**src/rtl/riscv_pkg.sv**
```systemverilog
// Shared opcode constants and sequencer state encoding for the 5-stage core.
package riscv_pkg;

   localparam logic [6:0] OP_RTYPE  = 7'b0110011;
   localparam logic [6:0] OP_LOAD   = 7'b0000011;
   localparam logic [6:0] OP_STORE  = 7'b0100011;
   localparam logic [6:0] OP_BRANCH = 7'b1100011;
   localparam logic [6:0] OP_ITYPE  = 7'b0010011;
   localparam logic [6:0] OP_JAL    = 7'b1101111;
   localparam logic [6:0] OP_JALR   = 7'b1100111;
   localparam logic [6:0] OP_HALT   = 7'b1111111;

   typedef enum logic [1:0] {
      RUN    = 2'd0,
      DRAIN  = 2'd1,
      HALTED = 2'd2
   } seq_state_t;

endpackage

```
**src/rtl/pipeline_sequencer_if.sv**
```systemverilog
// Pipeline-status inputs and stall/flush controls between the core datapath (master) and the sequencer (slave).
interface pipeline_sequencer_if;

   logic [6:0] id_opcode;
   logic [4:0] id_rs1;
   logic [4:0] id_rs2;
   logic       ex_memread;
   logic [4:0] ex_rd;
   logic       ex_pc_sel;
   logic       mem_access;
   logic       dmem_ready;

   logic       dmem_req;
   logic       pc_write;
   logic       ifid_write;
   logic       ifid_flush;
   logic       idex_write;
   logic       idex_flush;
   logic       back_write;
   logic       halted;
   logic       mem_err;

   modport master (
      output id_opcode, id_rs1, id_rs2, ex_memread, ex_rd, ex_pc_sel, mem_access, dmem_ready,
      input  dmem_req, pc_write, ifid_write, ifid_flush, idex_write, idex_flush, back_write,
             halted, mem_err
   );

   modport slave (
      input  id_opcode, id_rs1, id_rs2, ex_memread, ex_rd, ex_pc_sel, mem_access, dmem_ready,
      output dmem_req, pc_write, ifid_write, ifid_flush, idex_write, idex_flush, back_write,
             halted, mem_err
   );

endinterface

```
**src/rtl/pipeline_sequencer_hazard_detect.sv**
```systemverilog
// Load-use hazard check: ID operand usage decoded from opcode, compared against a load in EX.
// Purely combinational.
module hazard_detect
   import riscv_pkg::*;
(
   input  logic [6:0] id_opcode_i,
   input  logic [4:0] id_rs1_i,
   input  logic [4:0] id_rs2_i,
   input  logic       ex_memread_i,
   input  logic [4:0] ex_rd_i,
   output logic       load_use_o
);

   logic uses_rs1;
   logic uses_rs2;

   always_comb begin
      uses_rs1 = 1'b0;
      uses_rs2 = 1'b0;
      case (id_opcode_i)
         OP_RTYPE, OP_STORE, OP_BRANCH: begin
            uses_rs1 = 1'b1;
            uses_rs2 = 1'b1;
         end
         OP_LOAD, OP_ITYPE, OP_JALR: uses_rs1 = 1'b1;
         default: ;
      endcase
   end

   // x0 is never a real producer, so a load targeting it cannot create a hazard
   assign load_use_o = ex_memread_i && (ex_rd_i != 5'd0) &&
                       (((ex_rd_i == id_rs1_i) && uses_rs1) ||
                        ((ex_rd_i == id_rs2_i) && uses_rs2));

endmodule

```
**src/rtl/pipeline_sequencer.sv**
```systemverilog
// Stall/flush/halt sequencer: RUN/DRAIN/HALTED FSM, dmem wait watchdog, drain counter.
// Outputs decoded combinationally from state and inputs; all forced low while reset is high.
module pipeline_sequencer
   import riscv_pkg::*;
#(
   parameter int DRAIN_CYCLES = 3,
   parameter int MEM_TIMEOUT  = 16
) (
   input  logic                 clk,
   input  logic                 reset,
   pipeline_sequencer_if.slave  seq
);

   localparam logic [2:0] DRAIN_INIT = 3'(DRAIN_CYCLES - 1);
   localparam logic [7:0] WAIT_LAST  = 8'(MEM_TIMEOUT - 1);

   seq_state_t state_q, state_d;
   logic [2:0] drain_cnt_q, drain_cnt_d;
   logic [7:0] wait_cnt_q, wait_cnt_d;
   logic       mem_err_q, mem_err_d;

   logic load_use;
   logic is_halt;
   logic frozen;

   logic dmem_req, pc_write, ifid_write, ifid_flush;
   logic idex_write, idex_flush, back_write, halted;

   hazard_detect u_hazard_detect (
      .id_opcode_i  (seq.id_opcode),
      .id_rs1_i     (seq.id_rs1),
      .id_rs2_i     (seq.id_rs2),
      .ex_memread_i (seq.ex_memread),
      .ex_rd_i      (seq.ex_rd),
      .load_use_o   (load_use)
   );

   assign is_halt = (seq.id_opcode == OP_HALT);
   assign frozen  = (state_q != HALTED) && seq.mem_access && !seq.dmem_ready;

   always_ff @(posedge clk or posedge reset) begin
      if (reset) begin
         state_q     <= RUN;
         drain_cnt_q <= 3'd0;
         wait_cnt_q  <= 8'd0;
         mem_err_q   <= 1'b0;
      end else begin
         state_q     <= state_d;
         drain_cnt_q <= drain_cnt_d;
         wait_cnt_q  <= wait_cnt_d;
         mem_err_q   <= mem_err_d;
      end
   end

   always_comb begin
      state_d     = state_q;
      drain_cnt_d = drain_cnt_q;
      wait_cnt_d  = 8'd0;
      mem_err_d   = mem_err_q;
      dmem_req    = 1'b0;
      pc_write    = 1'b0;
      ifid_write  = 1'b0;
      ifid_flush  = 1'b0;
      idex_write  = 1'b0;
      idex_flush  = 1'b0;
      back_write  = 1'b0;
      halted      = 1'b0;

      case (state_q)
         RUN, DRAIN: begin
            dmem_req = seq.mem_access;
            if (frozen) begin
               wait_cnt_d = wait_cnt_q + 8'd1;
               if (wait_cnt_q == WAIT_LAST) begin
                  mem_err_d = 1'b1;
                  state_d   = HALTED;
               end
            end else if (state_q == DRAIN) begin
               idex_write = 1'b1;
               idex_flush = 1'b1;
               back_write = 1'b1;
               if (drain_cnt_q == 3'd0) begin
                  state_d = HALTED;
               end else begin
                  drain_cnt_d = drain_cnt_q - 3'd1;
               end
            end else if (seq.ex_pc_sel) begin
               // Redirect kills whatever sits in IF/ID, including a HALT
               pc_write   = 1'b1;
               ifid_write = 1'b1;
               ifid_flush = 1'b1;
               idex_write = 1'b1;
               idex_flush = 1'b1;
               back_write = 1'b1;
            end else if (load_use || is_halt) begin
               idex_write = 1'b1;
               idex_flush = 1'b1;
               back_write = 1'b1;
               if (is_halt) begin
                  state_d     = DRAIN;
                  drain_cnt_d = DRAIN_INIT;
               end
            end else begin
               pc_write   = 1'b1;
               ifid_write = 1'b1;
               idex_write = 1'b1;
               back_write = 1'b1;
            end
         end
         HALTED: halted = 1'b1;
         default: state_d = RUN;
      endcase

      if (reset) begin
         dmem_req   = 1'b0;
         pc_write   = 1'b0;
         ifid_write = 1'b0;
         ifid_flush = 1'b0;
         idex_write = 1'b0;
         idex_flush = 1'b0;
         back_write = 1'b0;
         halted     = 1'b0;
      end
   end

   assign seq.dmem_req   = dmem_req;
   assign seq.pc_write   = pc_write;
   assign seq.ifid_write = ifid_write;
   assign seq.ifid_flush = ifid_flush;
   assign seq.idex_write = idex_write;
   assign seq.idex_flush = idex_flush;
   assign seq.back_write = back_write;
   assign seq.halted     = halted;
   assign seq.mem_err    = mem_err_q;

endmodule

```
**src/flat_wrapper.sv**
```systemverilog
// flat-port wrapper written by rule: the top's interface ports become plain ports
module pipeline_sequencer_flat import riscv_pkg::*;
#(
   parameter int DRAIN_CYCLES = 3,
   parameter int MEM_TIMEOUT  = 16
)
  (clk, reset, seq_id_opcode, seq_id_rs1, seq_id_rs2, seq_ex_memread, seq_ex_rd, seq_ex_pc_sel, seq_mem_access, seq_dmem_ready, seq_dmem_req, seq_pc_write, seq_ifid_write, seq_ifid_flush, seq_idex_write, seq_idex_flush, seq_back_write, seq_halted, seq_mem_err);
  pipeline_sequencer_if seq_i ();
  input  logic clk;
  input  logic reset;
  input wire logic [$bits(seq_i.id_opcode)-1:0] seq_id_opcode;
  input wire logic [$bits(seq_i.id_rs1)-1:0] seq_id_rs1;
  input wire logic [$bits(seq_i.id_rs2)-1:0] seq_id_rs2;
  input wire logic [$bits(seq_i.ex_memread)-1:0] seq_ex_memread;
  input wire logic [$bits(seq_i.ex_rd)-1:0] seq_ex_rd;
  input wire logic [$bits(seq_i.ex_pc_sel)-1:0] seq_ex_pc_sel;
  input wire logic [$bits(seq_i.mem_access)-1:0] seq_mem_access;
  input wire logic [$bits(seq_i.dmem_ready)-1:0] seq_dmem_ready;
  output wire logic [$bits(seq_i.dmem_req)-1:0] seq_dmem_req;
  output wire logic [$bits(seq_i.pc_write)-1:0] seq_pc_write;
  output wire logic [$bits(seq_i.ifid_write)-1:0] seq_ifid_write;
  output wire logic [$bits(seq_i.ifid_flush)-1:0] seq_ifid_flush;
  output wire logic [$bits(seq_i.idex_write)-1:0] seq_idex_write;
  output wire logic [$bits(seq_i.idex_flush)-1:0] seq_idex_flush;
  output wire logic [$bits(seq_i.back_write)-1:0] seq_back_write;
  output wire logic [$bits(seq_i.halted)-1:0] seq_halted;
  output wire logic [$bits(seq_i.mem_err)-1:0] seq_mem_err;
  assign seq_i.id_opcode = seq_id_opcode;
  assign seq_i.id_rs1 = seq_id_rs1;
  assign seq_i.id_rs2 = seq_id_rs2;
  assign seq_i.ex_memread = seq_ex_memread;
  assign seq_i.ex_rd = seq_ex_rd;
  assign seq_i.ex_pc_sel = seq_ex_pc_sel;
  assign seq_i.mem_access = seq_mem_access;
  assign seq_i.dmem_ready = seq_dmem_ready;
  assign seq_dmem_req = seq_i.dmem_req;
  assign seq_pc_write = seq_i.pc_write;
  assign seq_ifid_write = seq_i.ifid_write;
  assign seq_ifid_flush = seq_i.ifid_flush;
  assign seq_idex_write = seq_i.idex_write;
  assign seq_idex_flush = seq_i.idex_flush;
  assign seq_back_write = seq_i.back_write;
  assign seq_halted = seq_i.halted;
  assign seq_mem_err = seq_i.mem_err;
  pipeline_sequencer #(.DRAIN_CYCLES(DRAIN_CYCLES), .MEM_TIMEOUT(MEM_TIMEOUT)) u_core (.clk(clk), .reset(reset), .seq(seq_i));
endmodule
```
**config.mk**
```make
export PLATFORM = sky130hd
export DESIGN_NAME = pipeline_sequencer_flat
export DESIGN_NICKNAME = d
export VERILOG_FILES = /design/src/rtl/riscv_pkg.sv /design/src/rtl/pipeline_sequencer_if.sv /design/src/rtl/pipeline_sequencer_hazard_detect.sv /design/src/rtl/pipeline_sequencer.sv /design/src/flat_wrapper.sv
export SDC_FILE = /design/constraint.sdc
export NUM_CORES = 1
export LEC_CHECK = 0
export ABC_CLOCK_PERIOD_IN_PS = 1750
export CORE_MARGIN = 2
export CORE_UTILIZATION = 30
export DETAILED_ROUTE_END_ITERATION = 8
export PLACE_DENSITY = 0.68
export SKIP_CTS_REPAIR_TIMING = 1
export SYNTH_ARGS = -nofsm -noshare
export SYNTH_HDL_FRONTEND = slang
export SYNTH_SLANG_ARGS = --single-unit
```
**constraint.sdc**
```tcl
create_clock -name clk -period 1.75 [get_ports clk]
set_input_delay 0.2625 -clock clk [delete_from_list [all_inputs] [get_ports clk]]
set_output_delay 0.2625 -clock clk [all_outputs]
set_load 0.05 [all_outputs]
```
After elaboration in Yosys (flattened, before gate mapping)
Cells that the tools add are included.
{"block": "totals", "register_bits": 14, "wordCells": 89, "latch_bits": 0, "memories": 0, "rom_bits": 0, "ramBits": 0, "inputBits": 28, "output_inout_bits": 9}
{"block": "op_classes", "n_lt_le_gt_ge": 0, "multipliers": 0, "n_mux": 41, "n_eq_ne": 20, "shift": 0, "n_div": 0, "bitwise_logic": 2, "reduce_logical": 20, "addsub": 2}
{"op": "two-way mux 1 bit", "count": 26}
{"op": "equality test 7 bit (second input constant)", "count": 3}
{"op": "two-way mux 8 bit", "count": 2}
{"op": "two-way mux 3 bit", "count": 5}
{"op": "equality test 7 x 6 -> 1 bit (second input constant)", "count": 2}
{"op": "two-way mux 2 bit", "count": 7}
{"op": "AND reduction 6 bit", "count": 2}
{"op": "equality test 5 bit", "count": 2}
{"op": "adder 8 x 1 -> 8 bit (second input constant)", "count": 1}
{"op": "equality test 8 x 4 -> 1 bit (second input constant)", "count": 1}
{"op": "inequality test 4 x 1 -> 1 bit (second input constant)", "count": 2}
{"op": "equality test 7 x 2 -> 1 bit (second input constant)", "count": 1}
{"op": "equality test 7 x 5 -> 1 bit (second input constant)", "count": 1}
{"op": "logical AND 1 bit", "count": 6}
{"op": "OR reduction 6 bit", "count": 1}
{"op": "nonzero test 5 bit", "count": 1}
{"op": "inequality test 2 bit (second input constant)", "count": 2}
{"op": "inequality test 4 x 2 -> 1 bit (second input constant)", "count": 1}
{"op": "inequality test 4 x 3 -> 1 bit (second input constant)", "count": 1}
{"op": "case mux 2 bit (2 select lines)", "count": 1}
{"op": "nonzero test 2 bit", "count": 2}
{"op": "zero test 3 bit", "count": 1}
{"op": "inequality test 3 bit (second input constant)", "count": 1}
{"op": "AND reduction 3 bit", "count": 1}
{"op": "other kinds (10)", "count": 12}

Depth between registers and ports, before layout
Gate-level depths: netlist (run 1).
{"block": "depth", "depth_word": 13, "mapped_depth": 7, "ltp_nobuf": 7}

Hierarchy
A second synthesis (run 1) with hierarchy kept.
{"block": "hier_totals", "hier_cells": 103, "area_unflattened_um2": 963.4}
{"mod": "pipeline_sequencer", "area_per_inst_um2": 803.3, "seq_area_each_um2": 350.3, "n_inst": 1, "cells_per_inst": 82}
{"mod": "hazard_detect", "area_per_inst_um2": 160.2, "seq_area_each_um2": 0.0, "n_inst": 1, "cells_per_inst": 21}

Worst setup path after synthesis (run 1)
No wires, ideal clock.
{"block": "synth_path", "path_type": "register -> output", "start": "register u_core.state_q[1]", "end": "output seq_idex_flush", "arrival_time_ns": 2.355, "slack_ns": -0.867, "stages_incl_launch_ff": 4, "path_cell_list": "dfrtp_1 -> clkbuf_8 -> nor3_1 -> o41a_1"}
{"block": "synth_via", "elab_chain_cells": 6, "elab_cells_between_ends": 10, "cone_classes": "eq/ne: 2; mux: 4; reduce/logical: 4"}
{"item": "start: declaration", "line": "pipeline_sequencer.sv:17", "rtl": "seq_state_t state_q, state_d;"}
{"item": "start signal: assignment", "line": "pipeline_sequencer.sv:48", "rtl": "state_q <= state_d;"}
{"item": "inequality test 2 bit", "line": "pipeline_sequencer.sv:39", "rtl": "assign frozen = (state_q != HALTED) && seq.mem_access && !seq.dmem_ready;"}
{"item": "logical AND 1 bit (2 in series)", "line": "pipeline_sequencer.sv:39"}
{"item": "two-way mux 1 bit", "line": "pipeline_sequencer.sv:72", "rtl": "if (frozen) begin"}
{"item": "two-way mux 1 bit (*)", "line": "pipeline_sequencer.sv:69", "rtl": "case (state_q)"}
{"item": "two-way mux 1 bit (*)", "line": "pipeline_sequencer.sv:114", "rtl": "if (reset) begin"}
{"item": "end: declaration", "line": "flat_wrapper.sv:24", "rtl": "output wire logic [$bits(seq_i.idex_flush)-1:0] seq_idex_flush;"}
Mark *: on every way between the ends. The rest lies on a longest branch, timed or not.

Worst setup path in the final report (run 1)
{"block": "layout_path", "start": "input seq_ex_rd[2]", "end": "output seq_idex_flush"}
{"block": "layout_via", "elab_chain_cells": 11, "elab_cells_between_ends": 15, "cone_classes": "eq/ne: 2; mux: 6; reduce/logical: 7"}
{"item": "start: declaration", "line": "flat_wrapper.sv:15", "rtl": "input wire logic [$bits(seq_i.ex_rd)-1:0] seq_ex_rd;"}
{"item": "equality test 5 bit, on equally long branches", "line": "pipeline_sequencer_hazard_detect.sv:32, pipeline_sequencer_hazard_detect.sv:33"}
{"item": "logical AND 1 bit, on equally long branches", "line": "pipeline_sequencer_hazard_detect.sv:32, pipeline_sequencer_hazard_detect.sv:33"}
{"item": "logical OR 1 bit", "line": "pipeline_sequencer_hazard_detect.sv:32", "rtl": "(((ex_rd_i == id_rs1_i) && uses_rs1) ||"}
{"item": "logical AND 1 bit (*)", "line": "pipeline_sequencer_hazard_detect.sv:31", "rtl": "assign load_use_o = ex_memread_i && (ex_rd_i != 5'd0) &&"}
{"item": "logical OR 1 bit (*)", "line": "pipeline_sequencer.sv:95", "rtl": "end else if (load_use || is_halt) begin"}
{"item": "two-way mux 1 bit (*)", "line": "pipeline_sequencer.sv:95"}
{"item": "two-way mux 1 bit (*)", "line": "pipeline_sequencer.sv:87", "rtl": "end else if (seq.ex_pc_sel) begin"}
{"item": "two-way mux 1 bit (*)", "line": "pipeline_sequencer.sv:78", "rtl": "end else if (state_q == DRAIN) begin"}
{"item": "two-way mux 1 bit (*)", "line": "pipeline_sequencer.sv:72"}
{"item": "two-way mux 1 bit (*)", "line": "pipeline_sequencer.sv:69"}
{"item": "two-way mux 1 bit (*)", "line": "pipeline_sequencer.sv:114"}
Marks and branches as above.

==> results of run 1 <==
-- layout make-up --
| type | count | area (sq um) | share of cell area (%) |
|---|---|---|---|
| multi-input combinational | 87 | 736 | 42.2 |
| timing repair buffer | 53 | 537 | 30.8 |
| tap | 44 | 55.1 | 3.16 |
| inverter | 7 | 26.3 | 1.51 |
| sequential | 14 | 352 | 20.2 |
| clock buffer | 4 | 36.3 | 2.08 |
-- state kept, by name, indices dropped and copies added (netlist names) --
name	count
u_core.wait_cnt_q	8
u_core.drain_cnt_q	3
u_core.state_q	2
u_core.seq.mem_err	1
-- metal layers --
layer / vias to the layer above / global-route usage (%) / share of wire (%)
met2: 41 / 26.2 / 51
met4: 0 / 6.38 / 1.4
met5: - / 0 / 0
li1: 495 / - / -
met3: 8 / 3.57 / 7.6
met1: 489 / 14.5 / 40
-- power groups by stage --
stage / Combinational, mW / Sequential, mW / Clock [mW]
floorplan: 0.319 / 0.370 / 0
global placement: 0.506 / 0.370 / 0
detailed placement: 0.512 / 0.371 / 0
CTS: 0.514 / 0.365 / 0.239
global route: 0.617 / 0.375 / 0.256
finish: 0.577 / 0.373 / 0.229
-- final timing paths --
| check | from | endpoint | slack (ns) | depth (start not counted) |
|---|---|---|---|---|
| min in group asynchronous | reset | u_core.state_q[1] | 0.58 | 3 |
| max in group asynchronous | reset | u_core.state_q[0] | 0.78 | 3 |
| max | seq_ex_rd[2] | seq_idex_flush | -0.20 | 6 |
| min reg2reg | u_core.wait_cnt_q[0] | u_core.wait_cnt_q[0] | 0.49 | 1 |
| max reg2reg | u_core.drain_cnt_q[0] | u_core.drain_cnt_q[2] | 0.09 | 8 |
| min | u_core.wait_cnt_q[0] | u_core.wait_cnt_q[0] | 0.49 | 1 |
-- logic make-up (layout without fill, tap and decap cells) --
logic type	count (synthesis)	count (layout)
and+or+nand+nor	50	50
adders and majority gates	3	3
buffers and inverters	11	64
xor gates and xnor gates	16	16
AOI/OAI and AO/OA	16	16
DFF	14	14
muxes	2	2
-- through the flow --
| stage | area [sq um] | hold WS [ns] | power (mW) | TNS, ns | util, % |
|---|---|---|---|---|---|
| 2_1_floorplan | 1030 | 0.152 | 0.689 | -0.143 | - |
| 3_3_place_gp | 1530 | 0.466 | 0.876 | -1.53 | 49.4 |
| 3_5_place_dp | 1530 | 0.482 | 0.882 | -1.75 | 49.4 |
| 4_1_cts | 1570 | 0.494 | 1.12 | -1.55 | 50.5 |
| 5_1_grt | 1740 | 0.520 | 1.25 | -0.500 | 56.1 |
| 6_report | 1740 | 0.494 | 1.18 | -0.336 | 56.1 |
-- Yosys cell counts (all sizes together), types with 2 or more instances --
library cell,number,area (sq um)
inv,7,26.3
nor2b,3,18.8
xor2,12,105
nor3,4,20.0
and3,3,18.8
o211ai,2,20.0
xnor2,4,35.0
nand2,8,30.0
nand3,6,30.0
dfrtp,14,350
buf,3,20.0
o21ai,4,23.8
ha,3,37.5
mux2i,2,20.0
nor4,4,25.0
nor2,15,56.3
a2111oi,2,30.0
==> out/summary.txt, run 1 <==
Placer Congestion - 0.791
Rows - 20
Yosys cell types - 37
Crit path largest cell delay - 0.53 ns
Final Cycle Share - 112%
leakage - 0.821 nW
crit-path cells - buf_6 -> or4_4 -> o21ai_2 -> a31oi_1 -> o41a_1 -> buf_6
Avg WL per Cell - 12.7 microns
failing checks - setup timing
XOR/XNOR Fraction of Synth Area - 14.1%
worst clock skew - 0.00259 ns
f_max - 512 MHz
ratio of cells with drive above 1 in the final layout - 38.8%
CP max FO - 3
placed cells - 204
unrepaired setup endpoints after global routing - true
Post-synth ARST share - 100%
Startpoint Class - input port
die width - 61.7 microns
CP Class - input port to output pin
area grow syn2layout - 74.7%
Worst Setup Slack, final - -0.203 ns
WP data required - 1.49 ns
leading cell type in the layout, fill and taps excluded - buf_4
combinational fraction of design power - 48.9%
PortBufs - 36
Avg Vias per Cell - 4.94
first-iteration detailed-routing DRC count - 27
most frequent CP cell - buf_6
filler instances - 280
# setup viols final - 3
root buf cell - clkbuf_4
CP bufs+invs - 2
Max Root-Sink Buffers - 2
synth warn - 0
Clock transition at path regs - 0.08 ns
Primary FF master, synth - dfrtp_1
die area - 3800 sq um
Worst setup EP type - output pin
core area - 3100 sq um
total number of vias - 1,033
syn_nets - 143
number of flops mapped to enable cells by yosys - 0
DRT Wirelength - 2660 microns
max-cap violation count - 0
CTS Sinks - 14
GRT Util Overall - 14.0%
Ports - 37
clock latency at the later pin of the worst-skew pair - 0.27 ns
status - finished with violations
Seq cells post-synth - 14
# DRC - 0
Cells after Synth - 112
CTS tree - built
Worst Max-Slew Pin Slew - 0.544 ns
drt first pass iters - 4
Post-layout nets - 197
pre-CTS setup slack - -0.507 ns
Hold Fails Final Rpt - 0
Reg power frac - 31.6%
Hold Crit Class - register to register
Top delay family on crit path - compound AO/OA/AOI/OAI gates
grt total ovfl - 0
pwr/cell area - 677 nW/um^2
most frequent cells in the layout - buf_4 (16), nor2_1 (14), buf_6 (13), dfrtp_1 (13), dlymetal6s2s_1 (12)
Internal - 740 uW
Max stage delay cell, worst path - or4_4
first-pass GRT wire length - 4020 microns
max-slew violation count - 0
Chip Height - 61.7 microns
min Tclk post-route - 1.95 ns
number of buffers created by CTS - 3
Finished Layout Cells - 209
vias in the first global route - 1,037
Max VDD drop - 0.320 mV
H-tree depth - 1
Synth Area in Compound Gates - 13.8%
mux share of post-synthesis cell area - 2.01%
Post-Synth Simple-Gate Area - 25.2%
initial antenna violation count - 0
largest net degree at the start of global routing - 15
Ant. Diodes - 0
largest family of logic cells by synthesized area - simple AND/OR/NAND/NOR gates
worst path arrival time - 1.69 ns
Psw - 440 uW
HPWL Detailed - 2000 microns
sequential-to-total area share from yosys stat - 35.1%
Synth Cell Area - 997 sq um
clock share of power - 19.4%
Post-Synth Adder-Cell Area - 3.76%
Post-Syn Area per Cell - 8.90 sq um
switching part of the total power - 37.3%
Antenna Nets Post-Route - 0
initial core utilization - 32.1%
Rel. slew slack - 63.7%
Power figures use the tool's default switching activity.
==> inputs of run 2 (changes only) <==
Settings changed: ABC_CLOCK_PERIOD_IN_PS 1750 to 1900.
Clock period 1.75 ns to 1.9 ns, I/O delays scaled along.
==> out/summary.txt, run 2 (same netlist as run 1, synthesis figures left out) <==
initial core utilization - 32.1%
Clock transition at path regs - 0.08 ns
CP max FO - 3
status - finished with violations
top flop regs - u_core.wait_cnt_q: 8 flops, u_core.drain_cnt_q: 3 flops, u_core.state_q: 2 flops
number of buffers created by CTS - 3
initial antenna violation count - 0
HPWL Detailed - 2060 microns
Avg WL per Cell - 12.6 microns
most frequent cells in the layout - buf_4 (21), nor2_1 (14), dfrtp_1 (13), xor2_1 (12), dlymetal6s2s_1 (10)
PortBufs - 36
worst clock skew - 0.00423 ns
Hold Fails Final Rpt - 0
Rows - 20
DRT Wirelength - 2680 microns
Cell Area, Placed - 1550 sq um
Final Cycle Share - 106%
Max stage delay cell, worst path - or4_4
filler instances - 311
Worst Setup Slack, final - -0.114 ns
clock latency at the later pin of the worst-skew pair - 0.27 ns
Max VDD drop - 0.231 mV
Ant. Diodes - 0
Max Root-Sink Buffers - 2
GRT Util Overall - 14.1%
max-cap violation count - 0
Hold Crit Class - register to register
pre-CTS setup slack - -0.514 ns
Antenna Nets Post-Route - 0
vias in the first global route - 1,028
Placer Congestion - 0.775
number of flip-flops in the largest register - 8
routing usage on met1 - 14.5%
leakage - 0.795 nW
GR Layer Usage met2 - 26.9%
Ports - 37
worst path arrival time - 1.73 ns
first-iteration detailed-routing DRC count - 22
met3 Usage GRT - 3.78%
leading cell type in the layout, fill and taps excluded - buf_4
die width - 61.7 microns
area grow syn2layout - 68.9%
Chip Height - 61.7 microns
total number of vias - 1,003
f_max - 497 MHz
Worst Max-Slew Pin Slew - 0.513 ns
largest reg by FF count - u_core.wait_cnt_q
CP Class - input port to output pin
CTS Sinks - 14
max-slew violation count - 0
Post-layout nets - 200
# setup viols final - 3
crit-path cells - buf_8 -> or4_4 -> o21ai_2 -> a31oi_1 -> o41a_1 -> buf_12
Avg Vias per Cell - 4.73
Rel. slew slack - 65.8%
CTS tree - built
grt total ovfl - 0
core area - 3100 sq um
root buf cell - clkbuf_4
min Tclk post-route - 2.01 ns
unrepaired setup endpoints after global routing - true
worst hold slack - 0.492 ns
first-pass GRT wire length - 4000 microns
pwr/cell area - 623 nW/um^2
H-tree depth - 1
Startpoint Class - input port
Crit path largest cell delay - 0.53 ns
Final Cell Area - 1680 sq um
failing checks - setup timing
Worst setup EP type - output pin
WP data required - 1.62 ns
GR peak layer - met2
# DRC - 0
drt first pass iters - 4
die area - 3800 sq um
ratio of cells with drive above 1 in the final layout - 35.1%
largest net degree at the start of global routing - 15
[run 2: cell types whose count changed in the layout (fill, tap and decap cells not counted), sizes merged]
| cell | change |
|---|---|
| buf | -3 |
| dlymetal6s2s | -2 |
| clkdlybuf4s50 | +4 |
| clkbuf | +4 |
[run 2: critical path, delay by kind of cell]
family          cells  cell delay [ns]
compound gates      3             0.65
buf+inv             2             0.26
simple gates        1             0.53
[run 2: metrics by stage]
| step | power, mW | util (%) | std cells | TNS, ns |
|---|---|---|---|---|
| after floorplan | 0.630 | - | 112 | 0 |
| after global placement | 0.814 | 49.8 | 204 | -1.29 |
| after detailed placement | 0.821 | 49.8 | 204 | -1.53 |
| after CTS | 1.03 | 51.0 | 208 | -1.58 |
| after global routing | 1.11 | 54.3 | 212 | -0.349 |
| final | 1.05 | 54.3 | 212 | -0.159 |
[run 2: path summary, 6_finish.rpt]
kind	from	to	slack, ns	depth (start not counted)
min in group asynchronous	reset	u_core.wait_cnt_q[1]	0.59	3
min	u_core.seq.mem_err	u_core.seq.mem_err	0.49	1
max	seq_ex_rd[2]	seq_idex_flush	-0.11	6
max in group asynchronous	reset	u_core.state_q[0]	0.94	3
max reg2reg	u_core.drain_cnt_q[0]	u_core.drain_cnt_q[2]	0.14	6
min reg2reg	u_core.seq.mem_err	u_core.seq.mem_err	0.49	1
[run 2: power by group]
part	switching, mW	total (mW)	internal [mW]
Clock	0.0892	0.205	0.116
Sequential	0.0210	0.342	0.321
Combinational	0.278	0.503	0.225
[run 2: area by class of cell]
| class | count | area (sq um) | share of cell area, % |
|---|---|---|---|
| Inverter | 7 | 26.3 | 1.56 |
| Timing Repair Buffer | 56 | 538 | 31.9 |
| Tap cell | 44 | 55.1 | 3.27 |
| Multi-Input combinational cell | 87 | 677 | 40.2 |
| Clock buffer | 4 | 36.3 | 2.15 |
| Sequential cell | 14 | 352 | 20.9 |
[run 2: routing by layer]
layer | share of wire [%] | wire length, microns | up-vias
met5 | 0 | 0 | -
met2 | 51 | 1370 | 31
met4 | 0.71 | 19 | 0
li1 | - | - | 502
met1 | 40 | 1070 | 468
met3 | 8.1 | 218 | 2
==> inputs of run 3 (changes only) <==
Settings changed: SKIP_LAST_GASP set to 1.
==> out/summary.txt, run 3 (same netlist as run 1, synthesis figures left out) <==
Ant. Diodes - 0
Top delay family on crit path - compound AO/OA/AOI/OAI gates
number of buffers created by CTS - 3
Avg WL per Cell - 12.6 microns
placed cells - 204
HPWL Detailed - 2060 microns
die area - 3800 sq um
switching part of the total power - 37.0%
initial core utilization - 32.1%
f_max - 497 MHz
Worst Hold Path Cells - 1
area grow syn2layout - 68.6%
Cell Area, Placed - 1550 sq um
Clock transition at path regs - 0.08 ns
pwr/cell area - 624 nW/um^2
CP Class - input port to output pin
worst r2r src - u_core.drain_cnt_q[0]
Crit path largest cell delay - 0.53 ns
Startpoint Class - input port
Final Cell Area - 1680 sq um
Hold Fails Final Rpt - 0
WP data required - 1.62 ns
Antenna Nets Post-Route - 0
max-cap violation count - 0
worst path arrival time - 1.73 ns
combinational fraction of design power - 47.8%
Final Cycle Share - 106%
unrepaired setup endpoints after global routing - true
min Tclk post-route - 2.01 ns
PortBufs - 36
Reg power frac - 32.6%
reg2reg setup slack - 0.14 ns
Avg Vias per Cell - 4.73
Max stage delay cell, worst path - or4_4
worst clock skew - 0.00423 ns
number of flip-flops in the largest register - 8
clock share of power - 19.6%
vias in the first global route - 1,028
clock latency at the later pin of the worst-skew pair - 0.27 ns
Internal - 662 uW
CP bufs+invs - 2
first-iteration detailed-routing DRC count - 27
leakage - 0.794 nW
hold_sp - u_core.seq.mem_err
drt first pass iters - 4
Design Power - 1.05 mW
CP Launch Point - seq_ex_rd[2]
Max Root-Sink Buffers - 2
status - finished with violations
first-pass GRT wire length - 4000 microns
Ports - 37
setup TNS - -0.168 ns
FF-to-FF End - u_core.drain_cnt_q[2]
# DRC - 0
Rel. slew slack - 65.8%
top flop regs - u_core.wait_cnt_q: 8 flops, u_core.drain_cnt_q: 3 flops, u_core.state_q: 2 flops
ratio of cells with drive above 1 in the final layout - 34.5%
GRT Util Overall - 14.1%
WL met2 - 1370 microns
Psw - 388 uW
CTS Sinks - 14
pre-CTS setup slack - -0.514 ns
total number of vias - 1,003
wire length on met3 - 214 microns
Post-layout nets - 200
Finished Layout Cells - 212
Chip Height - 61.7 microns
CTS tree - built
Max VDD drop - 0.231 mV
Worst Setup Slack, final - -0.114 ns
Placer Congestion - 0.775
M1 wire length - 1060 microns
max-slew violation count - 0
most frequent cells in the layout - buf_4 (21), nor2_1 (14), dfrtp_1 (13), xor2_1 (12), dlymetal6s2s_1 (10)
Worst Max-Slew Pin Slew - 0.512 ns
leading cell type in the layout, fill and taps excluded - buf_4
# setup viols final - 5
grt total ovfl - 0
root buf cell - clkbuf_4
Worst setup EP type - output pin
FF-to-FF path depth - 6
Hold Crit Class - register to register
H-tree depth - 1
core area - 3100 sq um
initial antenna violation count - 0
crit-path cells - buf_8 -> or4_4 -> o21ai_2 -> a31oi_1 -> o41a_1 -> buf_12
CP max FO - 3
largest net degree at the start of global routing - 15
Rows - 20
hold worst-path end - u_core.seq.mem_err
top routing layer used - met4
largest reg by FF count - u_core.wait_cnt_q
die width - 61.7 microns
DRT Wirelength - 2670 microns
failing checks - setup timing
## run 3: cell types whose count changed in the layout (fill, tap and decap cells not counted)
cell | before | now
nor2b_1 | 2 | 3
nor2b_2 | 1 | 0
## run 3: worst max-delay path by stage
stage | endpoint | slack [ns] | depth (start not counted)
2_1_floorplan | seq_idex_flush | 0.01 | 3
3_3_place_gp | seq_pc_write | -0.45 | 8
3_5_place_dp | seq_ifid_write | -0.51 | 7
4_1_cts | seq_ifid_write | -0.53 | 7
5_1_grt | seq_idex_flush | -0.16 | 6
6_report | seq_idex_flush | -0.11 | 6
## run 3: worst reg2reg max path, stage by stage (launching register included)
cell and delay (ns):
dfrtp_1 0.37, inv_1 0.07, ha_1 0.18, nor2b_1 0.15, a2111oi_2 0.47, o21ai_1 0.20, a22o_1 0.21
## run 3: per-layer routing
| layer | global-route usage, % | vias to the layer above |
|---|---|---|
| li1 | - | 502 |
| met1 | 14.5 | 468 |
| met2 | 26.9 | 31 |
| met3 | 3.78 | 2 |
| met4 | 4.86 | 0 |
| met5 | 0 | - |
## run 3: layout make-up
cell class	instances	area, sq um
Clock buffer	4	36.3
Fill cell	310	1420
Tap cell	44	55.1
Timing Repair Buffer	56	538
Sequential cell	14	352
Inverter	7	26.3
Multi-Input combinational cell	87	674
## run 3: power groups by stage
stage / sequential [mW] / combinational [mW] / clock, mW
after floorplan: 0.341 / 0.289 / 0
after global placement: 0.341 / 0.473 / 0
after detailed placement: 0.342 / 0.479 / 0
after CTS: 0.337 / 0.480 / 0.215
after global routing: 0.345 / 0.536 / 0.228
final: 0.342 / 0.502 / 0.205
## run 3: metrics by stage
stage	utilization (%)	hold slack (ns)
2_1_floorplan	-	0.174
3_3_place_gp	49.8	0.465
3_5_place_dp	49.8	0.479
6_report	54.2	0.492
4_1_cts	51.0	0.498
5_1_grt	54.2	0.519
